**config.mk**
```make
export PLATFORM = sky130hd
export DESIGN_NAME = pmod_spi_solo_reg_sequencer
export DESIGN_NICKNAME = d
export VERILOG_FILES = /design/src/rtl/pmod_spi_solo_reg_sequencer.sv
export SDC_FILE = /design/constraint.sdc
export NUM_CORES = 1
export LEC_CHECK = 0
export CORE_UTILIZATION = 47
export CTS_BUF_LIST = sky130_fd_sc_hd__clkbuf_4 sky130_fd_sc_hd__clkbuf_8
export CTS_CLUSTER_SIZE = 25
export DETAILED_ROUTE_END_ITERATION = 8
export PLACE_DENSITY = 0.78
export SYNTH_ARGS = -nofsm -noshare
export SYNTH_HDL_FRONTEND = slang
export SYNTH_SLANG_ARGS = --single-unit
```
**constraint.sdc**
```tcl
create_clock -name i_clk_20mhz -period 1.98 [get_ports i_clk_20mhz]
set_input_delay 0.396 -clock i_clk_20mhz [delete_from_list [all_inputs] [get_ports i_clk_20mhz]]
set_output_delay 0.396 -clock i_clk_20mhz [all_outputs]
set_load 0.01 [all_outputs]
```
**src/rtl/pmod_spi_solo_reg_sequencer.sv**
```systemverilog
// Register command sequencer for the single-peripheral SPI driver.
// Loads TX bytes, launches one transfer, drains RX bytes back.
module pmod_spi_solo_reg_sequencer #(
  parameter int parm_tx_len_bits = 11,
  parameter int parm_wait_cyc_bits = 2,
  parameter int parm_rx_len_bits = 11,
  parameter logic [7:0] parm_wr_cmd = 8'h0A,
  parameter logic [7:0] parm_rd_cmd = 8'h0B,
  parameter logic [parm_wait_cyc_bits-1:0] parm_wait_cyc = '0,
  parameter logic [15:0] parm_timeout = 16'd50000
) (
  input  logic i_clk_20mhz,
  input  logic i_rst_20mhz,
  input  logic i_cmd_valid,
  output logic o_cmd_ready,
  input  logic [1:0] i_cmd_op,
  input  logic [7:0] i_cmd_addr,
  input  logic [7:0] i_cmd_wdata,
  input  logic [3:0] i_cmd_rlen,
  output logic [7:0] o_rd_data,
  output logic o_rd_valid,
  output logic o_done,
  output logic o_err,
  output logic o_busy,
  output logic o_go_stand,
  input  logic i_spi_idle,
  output logic [parm_tx_len_bits-1:0] o_tx_len,
  output logic [parm_wait_cyc_bits-1:0] o_wait_cyc,
  output logic [parm_rx_len_bits-1:0] o_rx_len,
  output logic [7:0] o_tx_data,
  output logic o_tx_enqueue,
  input  logic i_tx_ready,
  input  logic [7:0] i_rx_data,
  output logic o_rx_dequeue,
  input  logic i_rx_valid,
  input  logic i_rx_avail
);

  typedef enum logic [2:0] {
    S_IDLE,
    S_LOAD,
    S_GO,
    S_XFER,
    S_DRAIN,
    S_DONE
  } state_t;

  state_t state_q, state_d;
  logic [1:0] op_q, op_d;
  logic [7:0] addr_q, addr_d;
  logic [7:0] wdata_q, wdata_d;
  logic [parm_tx_len_bits-1:0] tx_len_q, tx_len_d;
  logic [parm_rx_len_bits-1:0] rx_len_q, rx_len_d;
  logic [parm_rx_len_bits-1:0] rcv_q, rcv_d;
  logic [1:0] idx_q, idx_d;
  logic [15:0] tmo_q, tmo_d;
  logic pend_q, pend_d;
  logic err_q, err_d;
  logic [7:0] rd_data_q, rd_data_d;
  logic rd_valid_q, rd_valid_d;

  logic [7:0] tx_byte;
  logic [3:0] rlen_eff;
  logic tx_last;
  logic tmo_hit;

  assign rlen_eff = (i_cmd_rlen == 4'd0) ? 4'd1 : i_cmd_rlen;
  assign tx_last = (op_q == 2'b00) ? (idx_q == 2'd2) : (idx_q == 2'd1);
  assign tmo_hit = (tmo_q == parm_timeout);

  always_comb begin
    tx_byte = wdata_q;
    unique case (idx_q)
      2'd0: tx_byte = (op_q == 2'b00) ? parm_wr_cmd : parm_rd_cmd;
      2'd1: tx_byte = addr_q;
      default: tx_byte = wdata_q;
    endcase
  end

  always_comb begin
    state_d = state_q;
    op_d = op_q;
    addr_d = addr_q;
    wdata_d = wdata_q;
    tx_len_d = tx_len_q;
    rx_len_d = rx_len_q;
    rcv_d = rcv_q;
    idx_d = idx_q;
    tmo_d = tmo_q;
    pend_d = pend_q;
    err_d = err_q;
    rd_data_d = rd_data_q;
    rd_valid_d = 1'b0;
    o_tx_enqueue = 1'b0;
    o_go_stand = 1'b0;
    o_rx_dequeue = 1'b0;
    unique case (state_q)
      S_IDLE: begin
        if (i_cmd_valid) begin
          op_d = i_cmd_op;
          addr_d = i_cmd_addr;
          wdata_d = i_cmd_wdata;
          idx_d = 2'd0;
          rcv_d = '0;
          pend_d = 1'b0;
          err_d = 1'b0;
          tx_len_d = '0;
          rx_len_d = '0;
          state_d = S_LOAD;
          unique case (i_cmd_op)
            2'b00: tx_len_d = parm_tx_len_bits'(3);
            2'b01: begin
              tx_len_d = parm_tx_len_bits'(2);
              rx_len_d = parm_rx_len_bits'(1);
            end
            2'b10: begin
              tx_len_d = parm_tx_len_bits'(2);
              rx_len_d = parm_rx_len_bits'(rlen_eff);
            end
            default: begin
              err_d = 1'b1;
              state_d = S_DONE;
            end
          endcase
        end
      end
      S_LOAD: begin
        if (i_tx_ready) begin
          o_tx_enqueue = 1'b1;
          idx_d = idx_q + 2'd1;
          if (tx_last) begin
            tmo_d = '0;
            state_d = S_GO;
          end
        end
      end
      S_GO: begin
        tmo_d = tmo_q + 16'd1;
        if (tmo_hit) begin
          err_d = 1'b1;
          state_d = S_DONE;
        end else if (!i_spi_idle) begin
          state_d = S_XFER;
        end else begin
          o_go_stand = 1'b1;
        end
      end
      S_XFER: begin
        tmo_d = tmo_q + 16'd1;
        if (tmo_hit) begin
          err_d = 1'b1;
          state_d = S_DONE;
        end else if (i_spi_idle) begin
          state_d = (rx_len_q != '0) ? S_DRAIN : S_DONE;
        end
      end
      S_DRAIN: begin
        tmo_d = tmo_q + 16'd1;
        if (tmo_hit) begin
          err_d = 1'b1;
          state_d = S_DONE;
        end else if (rcv_q == rx_len_q) begin
          state_d = S_DONE;
        end else if (pend_q) begin
          // a single pop is in flight; wait for its data strobe
          if (i_rx_valid) begin
            pend_d = 1'b0;
            rd_data_d = i_rx_data;
            rd_valid_d = 1'b1;
            rcv_d = rcv_q + parm_rx_len_bits'(1);
          end
        end else if (i_rx_avail) begin
          o_rx_dequeue = 1'b1;
          pend_d = 1'b1;
        end
      end
      S_DONE: begin
        pend_d = 1'b0;
        state_d = S_IDLE;
      end
      default: state_d = S_IDLE;
    endcase
  end

  always_ff @(posedge i_clk_20mhz) begin
    if (i_rst_20mhz) begin
      state_q <= S_IDLE;
      op_q <= 2'b00;
      addr_q <= '0;
      wdata_q <= '0;
      tx_len_q <= '0;
      rx_len_q <= '0;
      rcv_q <= '0;
      idx_q <= 2'd0;
      tmo_q <= '0;
      pend_q <= 1'b0;
      err_q <= 1'b0;
      rd_data_q <= '0;
      rd_valid_q <= 1'b0;
    end else begin
      state_q <= state_d;
      op_q <= op_d;
      addr_q <= addr_d;
      wdata_q <= wdata_d;
      tx_len_q <= tx_len_d;
      rx_len_q <= rx_len_d;
      rcv_q <= rcv_d;
      idx_q <= idx_d;
      tmo_q <= tmo_d;
      pend_q <= pend_d;
      err_q <= err_d;
      rd_data_q <= rd_data_d;
      rd_valid_q <= rd_valid_d;
    end
  end

  assign o_cmd_ready = (state_q == S_IDLE);
  assign o_busy = (state_q != S_IDLE);
  assign o_done = (state_q == S_DONE);
  assign o_err = (state_q == S_DONE) && err_q;
  assign o_rd_data = rd_data_q;
  assign o_rd_valid = rd_valid_q;
  assign o_tx_data = tx_byte;
  assign o_tx_len = tx_len_q;
  assign o_rx_len = rx_len_q;
  assign o_wait_cyc = parm_wait_cyc;

endmodule
```
==> results of run 1 <==
[what timing repair did]
action / 4_1_cts / 5_1_grt
pin swaps: 13 / 11
setup buffers: 4 / 3
endpoints found under the setup margin: 40 / 39
resized for setup: 68 / 28
[path summary, 6_finish.rpt]
| path | from | to | depth (start not counted) |
|---|---|---|---|
| setup / recovery | rcv_q[9]$_SDFFE_PP0P_ | o_rx_dequeue | 6 |
| hold reg to reg | wdata_q[4]$_SDFFE_PP0P_ | wdata_q[4]$_SDFFE_PP0P_ | 2 |
| setup reg to reg | idx_q[0]$_SDFFE_PP0P_ | tmo_q[9]$_SDFFE_PP0P_ | 7 |
| hold / removal | wdata_q[4]$_SDFFE_PP0P_ | wdata_q[4]$_SDFFE_PP0P_ | 2 |
[kinds of logic (layout without fill, tap and decap cells)]
logic type,Yosys count,in the layout,synth area share [%]
buffers and inverters,51,167,8.50
xor gates and xnor gates,14,14,3.41
AOI/OAI and AO/OA,100,100,18.9
adders and majority gates,11,11,3.83
and+or+nand+nor,175,175,25.4
muxes,9,9,2.51
DFF,67,67,37.4
other,1,18,0.104
[power groups by stage]
stage                     clock [uW]  sequential (uW)  combinational, uW
after detailed placement           0             1580               1280
after global routing            1610             1580               1450
final                           1550             1570               1320
after global placement             0             1570               1260
after floorplan                    0             1570                760
after CTS                       1560             1560               1300
[metal layers]
layer / vias up / track usage [%] / part of all wire, %
li1: 1727 / - / -
met1: 1659 / 29.6 / 46
met2: 113 / 41.0 / 48
met3: 16 / 3.69 / 4.3
met4: 0 / 10.1 / 1.5
met5: - / 0 / 0
[per-stage QoR]
stage	instance area, sq um	utilization [%]	setup slack, ns	cells	power, uW
2_1_floorplan	3660	-	0.00615	445	2330
3_3_place_gp	4710	64.3	-0.220	639	2830
3_5_place_dp	4710	64.3	-0.236	639	2860
4_1_cts	5060	69.0	-0.225	659	4430
5_1_grt	5130	70.0	-0.256	660	4650
6_report	5130	70.0	-0.155	660	4440
[worst max-delay path, stage by stage, from the launching register on]
cell and delay [ns]:
dfxtp_2 0.33, or4_4 0.53, nor4_4 0.18, a21oi_2 0.09, nand2_1 0.09, nor3_2 0.04, buf_2 0.14
[cells in the mapped netlist, types with 7 or more instances]
library cell / number
o211ai_1: 7
nor2_1: 30
xor2_1: 13
nand2_1: 66
dfxtp_1: 67
nand3_1: 13
ha_1: 11
a21oi_1: 38
buf_4: 18
o21ai_0: 13
and3_1: 10
mux2i_1: 9
clkbuf_1: 8
nand2b_1: 7
inv_1: 13
nor3_1: 7
[cell type report]
cell class,instances,area [sq um]
sequential,67,1360
multi-input combinational,327,2150
clock buffer,10,138
tap,99,124
fill,558,2200
timing repair buffer,137,1180
inverter,14,55.1
clock inverter,6,136
[sequential cells by signal, summed over array words and instances, names as in the netlist]
signal,flops
o_rd_valid,1
idx_q,2
tmo_q,16
rcv_q,11
addr_q,8
o_rx_len,4
err_q,1
pend_q,1
o_rd_data,8
wdata_q,8
o_tx_len,2
state_q,3
op_q,2
==> results by group, run 1 <==
Outcome
  – Outcome: finished with violations
  – Violated checks: setup timing

Routing
  – First-pass iteration count of the detailed router: 4
  – WL per Instance: 14.2 microns
  – Vias: approximately 3,500
  – Residual DRC: 0
  – Post-DRT Antenna Nets: 0
  – Vias per std cell: between 5 and 6
  – Total Wirelength: ~9400 microns
  – 1st-iter DRT viols: 142

Yosys
  – Mapped Area: 3590 sq um
  – Synth Warn #: 0
  – Post-synth EDFFs: 0
  – Dominant cell type by area after synthesis: dfxtp_1
  – Ys flop type: dfxtp_1
  – Ys async rst share: 0%
  – Top-area cell type share of the netlist area: 37.4%
  – Post-synthesis register bit count: 67
  – Seq/Total Area, Yosys: between 30% and 40%
  – Top post-synthesis cells by area: dfxtp_1 37%, nand2_1 6.9%, a21oi_1 5.3%, ha_1 3.8%, buf_4 3.8%
  – Post-Syn Area per Cell: between 8 and 9 sq um
  – Synth unique cells: 65
  – Mapped Cells: 428

Critical path
  – Crit end category: output pin
  – Critical path startpoint category: flip-flop
  – CP arrival: 1.74 ns
  – R2r setup slk: -0.03 ns
  – CP Class: flip-flop to output pin
  – Worst-path fanout max: 2
  – WP data required: 1.58 ns

Placed design
  – PortBufs: 66
  – GPL Wtd Cong: around 0.91
  – DP Wirelength: 6490 microns

CTS
  – CTS H-tree depth: 3
  – Post-CTS Hold Fix Bufs: 0
  – Clk slew on worst S/H paths: 0.07 ns
  – Total CTS buffers: 9
  – Sink Count: 67
  – Clk buf depth: 2
  – CTS tree: done
  – Clock Latency Late Sink: between 0.3 and 0.4 ns
  – CTS Root Cell: clkbuf_8

Die
  – # rows: 31
  – Core ar.: between 7000 and 8000 sq um
  – Die Area: 7990 sq um
  – I/O Pins: 85
  – Initial Utilization: about 49%
  – DIE WIDTH: 89.4 microns
  – Die Ht: 89.4 microns

Global route
  – Largest net degree at the start of global routing: 29
  – First-pass GRT wire length: 14,600 microns
  – Global route overflow: 0
  – GRT Resource Usage Total: a little under a quarter
  – Initial antenna violation count: 0
  – Vias in the first global route: 3,264

Pwr
  – VDD IR-drop max: 0.685 mV
  – Register share of total power: 35.4%
  – Internal: 3080 uW
  – Combinational share of power: 29.8%
  – PwrDens: just under 900 nW/um^2
  – Clock share of power: 34.9%
  – Sw frac: 30.6%
  – Psw: 1360 uW
  – Leak: about 0.0022 uW

STA
  – Skew final: 0.00841 ns
  – RSZ-0062 raised after global routing: yes
  – Fin crit share: 108%
  – Worst Setup Slack, final: -0.155 ns
  – Fin. max-slew vios: 0
  – Period minus WS final: 2.13 ns
  – # setup viols final: 4
  – WHS: 0.458 ns
  – Fmax: 468 MHz
  – Endpoints failing hold: 0
  – Setup_tns: -0.260 ns

Finish
  – Area growth, synth to finish: 42.9%
  – Share of layout cells above drive strength 1: a little over a quarter
  – Most frequent cells in the layout: 66 x nand2_1, 66 x buf_4, 58 x dfxtp_1, 51 x clkdlybuf4s50_1, 37 x a21oi_1
  – Diodes inserted: 0
  – Final #Nets: between 600 and 700

Flow run
  – Maxcap violations: 0

Hold path
  – Hold WC Path Type: flip-flop to flip-flop
(Power assumes the default switching activity.)
==> run 2: changes to the inputs <==
- CORE_UTILIZATION: 47 -> 45
- MAX_ROUTING_LAYER: unset -> met4
- PLACE_DENSITY: 0.78 -> 0.75
==> run 2 against run 1 <==
The flow still finishes with violations (setup timing). Non-clock buffer count increased by 6. Utilization decreased by 3.7 points. Fmax decreased by 1.4%. Sequential power about the same. Worst setup slack got worse by 0.031 ns. Via count decreased by 2.0%. Critical path type unchanged. First-iteration DRC count increased by 11%. Clock power decreased by 32%. Largest cell class unchanged. Die area increased by 4.3%.
==> results by group, run 2 (synthesized netlist as in run 1, its figures left out) <==
Outcome
  – Outcome: finished with violations
  – Violated checks: setup timing

Global route
  – Largest net degree at the start of global routing: 26 (-10%)
  – GRT Resource Usage Total: 23.3% (-0.52 points)
  – Met2 GRT Util: 37.4% (-3.6 points)
  – Busiest grt layer: met2
  – Met1 Usage GRT: 29.3% (-0.32 points)
  – First-pass GRT wire length: 15,200 microns (+3.7%)
  – Initial antenna violation count: 0 (unchanged)
  – Grt met3 use: 3.85% (+0.16 points)
  – Global route overflow: 0 (unchanged)
  – Vias in the first global route: 3,327 (+1.9%)

Hold path
  – Hold depth: 2 (unchanged)
  – Hold WC Path Type: flip-flop to flip-flop
  – Hold Startpoint: o_tx_len[0]$_SDFFE_PP0P_
  – WHS Endpoint: o_tx_len[0]$_SDFFE_PP0P_

Finish
  – Fillers: 619 (+11%)
  – Biggest register: tmo_q
  – Register Area: 1350 sq um (about the same)
  – Commonest non-fill, non-tap cell in the layout: buf_4
  – Most frequent cells in the layout: 70 x buf_4, 66 x nand2_1, 61 x dfxtp_1, 51 x clkdlybuf4s50_1, 37 x a21oi_1
  – Share of layout cells above drive strength 1: 26.8% (+0.070 points)
  – Diodes inserted: 0 (unchanged)
  – Area growth, synth to finish: 42.7%
  – Final #Nets: 610 (+0.99%)
  – Max reg flops: 16 (unchanged)
  – Top Registers: tmo_q x16, rcv_q x11
  – Multi-input logic area: 2160 sq um (+0.70%)

Critical path
  – CP Class: flip-flop to output pin
  – CP max stage cell: or4_4
  – WP data required: 1.58 ns (about the same)
  – R2R depth: 7 (unchanged)
  – Critical path startpoint category: flip-flop
  – Reg2reg end: tmo_q[9]$_SDFFE_PP0P_
  – RR Startpoint: idx_q[0]$_SDFFE_PP0P_
  – CP arrival: 1.77 ns (+0.03 ns)
  – Worst-path fanout max: 2 (unchanged)
  – R2r setup slk: -0.05 ns (-0.02 ns)
  – Critical path buffers and inverters: 1 (unchanged)
  – Crit end category: output pin
  – CP delay by family, top: simple AND/OR/NAND/NOR gates
  – Crit-path max cell delay: 0.54 ns (about the same)
  – CP Cell Sequence: or4_4, nor4_4, a21oi_2, nand2_1, nor3_2, buf_2

Placed design
  – Worst slack at placement: -0.295 ns (-0.0585 ns)
  – DP Wirelength: 6540 microns (+0.76%)
  – PortBufs: 66 (unchanged)
  – GPL Wtd Cong: 0.897 (-2.0%)

Die
  – DIE WIDTH: 91.3 microns (+2.1%)
  – I/O Pins: 85 (unchanged)
  – Die Ht: 91.3 microns (+2.1%)
  – # rows: 32 (+3.2%)
  – Die Area: 8340 sq um (+4.3%)
  – Core ar.: 7730 sq um (+5.4%)
  – Initial Utilization: 46.5% (-2.5 points)

Pwr
  – Register share of total power: 39.5% (+4.1 points)
  – Sw frac: 34.7% (+4.1 points)
  – PwrDens: 784 nW/um^2 (-9.3%)
  – Combinational share of power: 34.0% (+4.2 points)
  – VDD IR-drop max: 0.486 mV (-29%)
  – Psw: 1390 uW (+2.8%)
  – Internal: 2620 uW (-15%)
  – Clock share of power: 26.4% (-8.5 points)
  – Leak: 0.00216 uW (-0.40%)

STA
  – Period minus WS final: 2.17 ns (+0.0310 ns)
  – RSZ-0062 raised after global routing: yes
  – Fin crit share: 109% (+1.6 points)
  – Fmax: 462 MHz (-1.4%)
  – Worst Tran Pin Value: 0.493 ns
  – # setup viols final: 6 (+2)
  – WHS: 0.457 ns (-0.00129 ns)
  – Worst Setup Slack, final: -0.186 ns (-0.0310 ns)
  – Skew final: 0.00626 ns (-0.00215 ns)
  – Endpoints failing hold: 0 (unchanged)
  – Fin. max-slew vios: 0 (unchanged)
  – Worst rel slew slack: 66.7%

CTS
  – Post-CTS Hold Fix Bufs: 0 (unchanged)
  – CTS H-tree depth: 3 (unchanged)
  – Clock Latency Late Sink: 0.35 ns (about the same)
  – Clk slew on worst S/H paths: 0.07 ns (about the same)
  – Sink Count: 67 (unchanged)
  – CTS tree: done
  – Clk buf depth: 2 (unchanged)
  – Total CTS buffers: 9 (unchanged)
  – CTS Root Cell: clkbuf_8

Routing
  – Total Wirelength: 9270 microns (-1.0%)
  – Post-DRT Antenna Nets: 0 (unchanged)
  – First-pass iteration count of the detailed router: 4 (unchanged)
  – Vias per std cell: 5.15 (-3.3%)
  – Vias: 3,445 (-2.0%)
  – WL per Instance: 13.9 microns (-2.4%)
  – Residual DRC: 0 (unchanged)
  – 1st-iter DRT viols: 157 (+11%)

Flow run
  – Maxcap violations: 0 (unchanged)
-- run 2: final cells by class --
cell class              count  area share [%]
repair buffers            143            24.2
multi-input cells         327            42.2
clock buffers              10            2.69
inverters                  14            1.07
flip-flops and latches     67            26.4
well taps                 102            2.49
clock inverters             6           0.952
-- run 2: how the worst max path moves through the flow --
stage                                     start               endpoint  slack [ns]  depth (start not counted)
after global routing      rcv_q[7]$_SDFFE_PP0P_           o_rx_dequeue       -0.27                          6
after CTS                 rcv_q[7]$_SDFFE_PP0P_           o_rx_dequeue       -0.34                          6
after detailed placement  tmo_q[0]$_SDFFE_PP0P_             o_go_stand       -0.29                          6
after global placement    tmo_q[0]$_SDFFE_PP0P_             o_go_stand       -0.38                          6
after floorplan           idx_q[0]$_SDFFE_PP0P_  tmo_q[9]$_SDFFE_PP0P_       0.006                          7
final                     rcv_q[7]$_SDFFE_PP0P_           o_rx_dequeue       -0.19                          6
-- run 2: stage by stage --
stage / TNS [ns] / cells / instance area (sq um) / utilization [%] / power, uW
after floorplan: 0 / 445 / 3660 / - / 2330
after global placement: -2.27 / 647 / 4770 / 61.7 / 2870
after detailed placement: -2.50 / 647 / 4770 / 61.7 / 2910
after CTS: -0.966 / 666 / 5010 / 64.8 / 3980
after global routing: -1.46 / 669 / 5120 / 66.3 / 4250
final: -0.375 / 669 / 5120 / 66.3 / 4020
-- run 2: routing by layer --
metal / part of all wire, % / vias up
met5: 0 / -
met4: 1.5 / 0
met3: 4.6 / 16
met2: 49 / 82
met1: 45 / 1608
li1: - / 1739
-- run 2: what timing repair did --
action | 4_1_cts | 5_1_grt
setup buffers | 3 | 3
endpoints found under the setup margin | 33 | 37
cloned | 0 | 0
gates resized for setup | 66 | 30
pin swaps | 3 | 18
-- run 2: power groups by stage --
stage / combinational, uW / sequential, uW / clock, uW
after floorplan: 760 / 1570 / 0
after global placement: 1290 / 1580 / 0
after detailed placement: 1320 / 1590 / 0
after CTS: 1320 / 1570 / 1090
after global routing: 1490 / 1610 / 1160
final: 1370 / 1590 / 1060
-- run 2: worst reg2reg max path, cell delays in order, from the launching register on --
cell       delay (ns)
dfxtp_4          0.37
inv_4            0.07
ha_4             0.12
or3b_4           0.41
a211oi_4         0.30
o2111ai_4        0.19
or3_1            0.38
a21oi_1          0.14
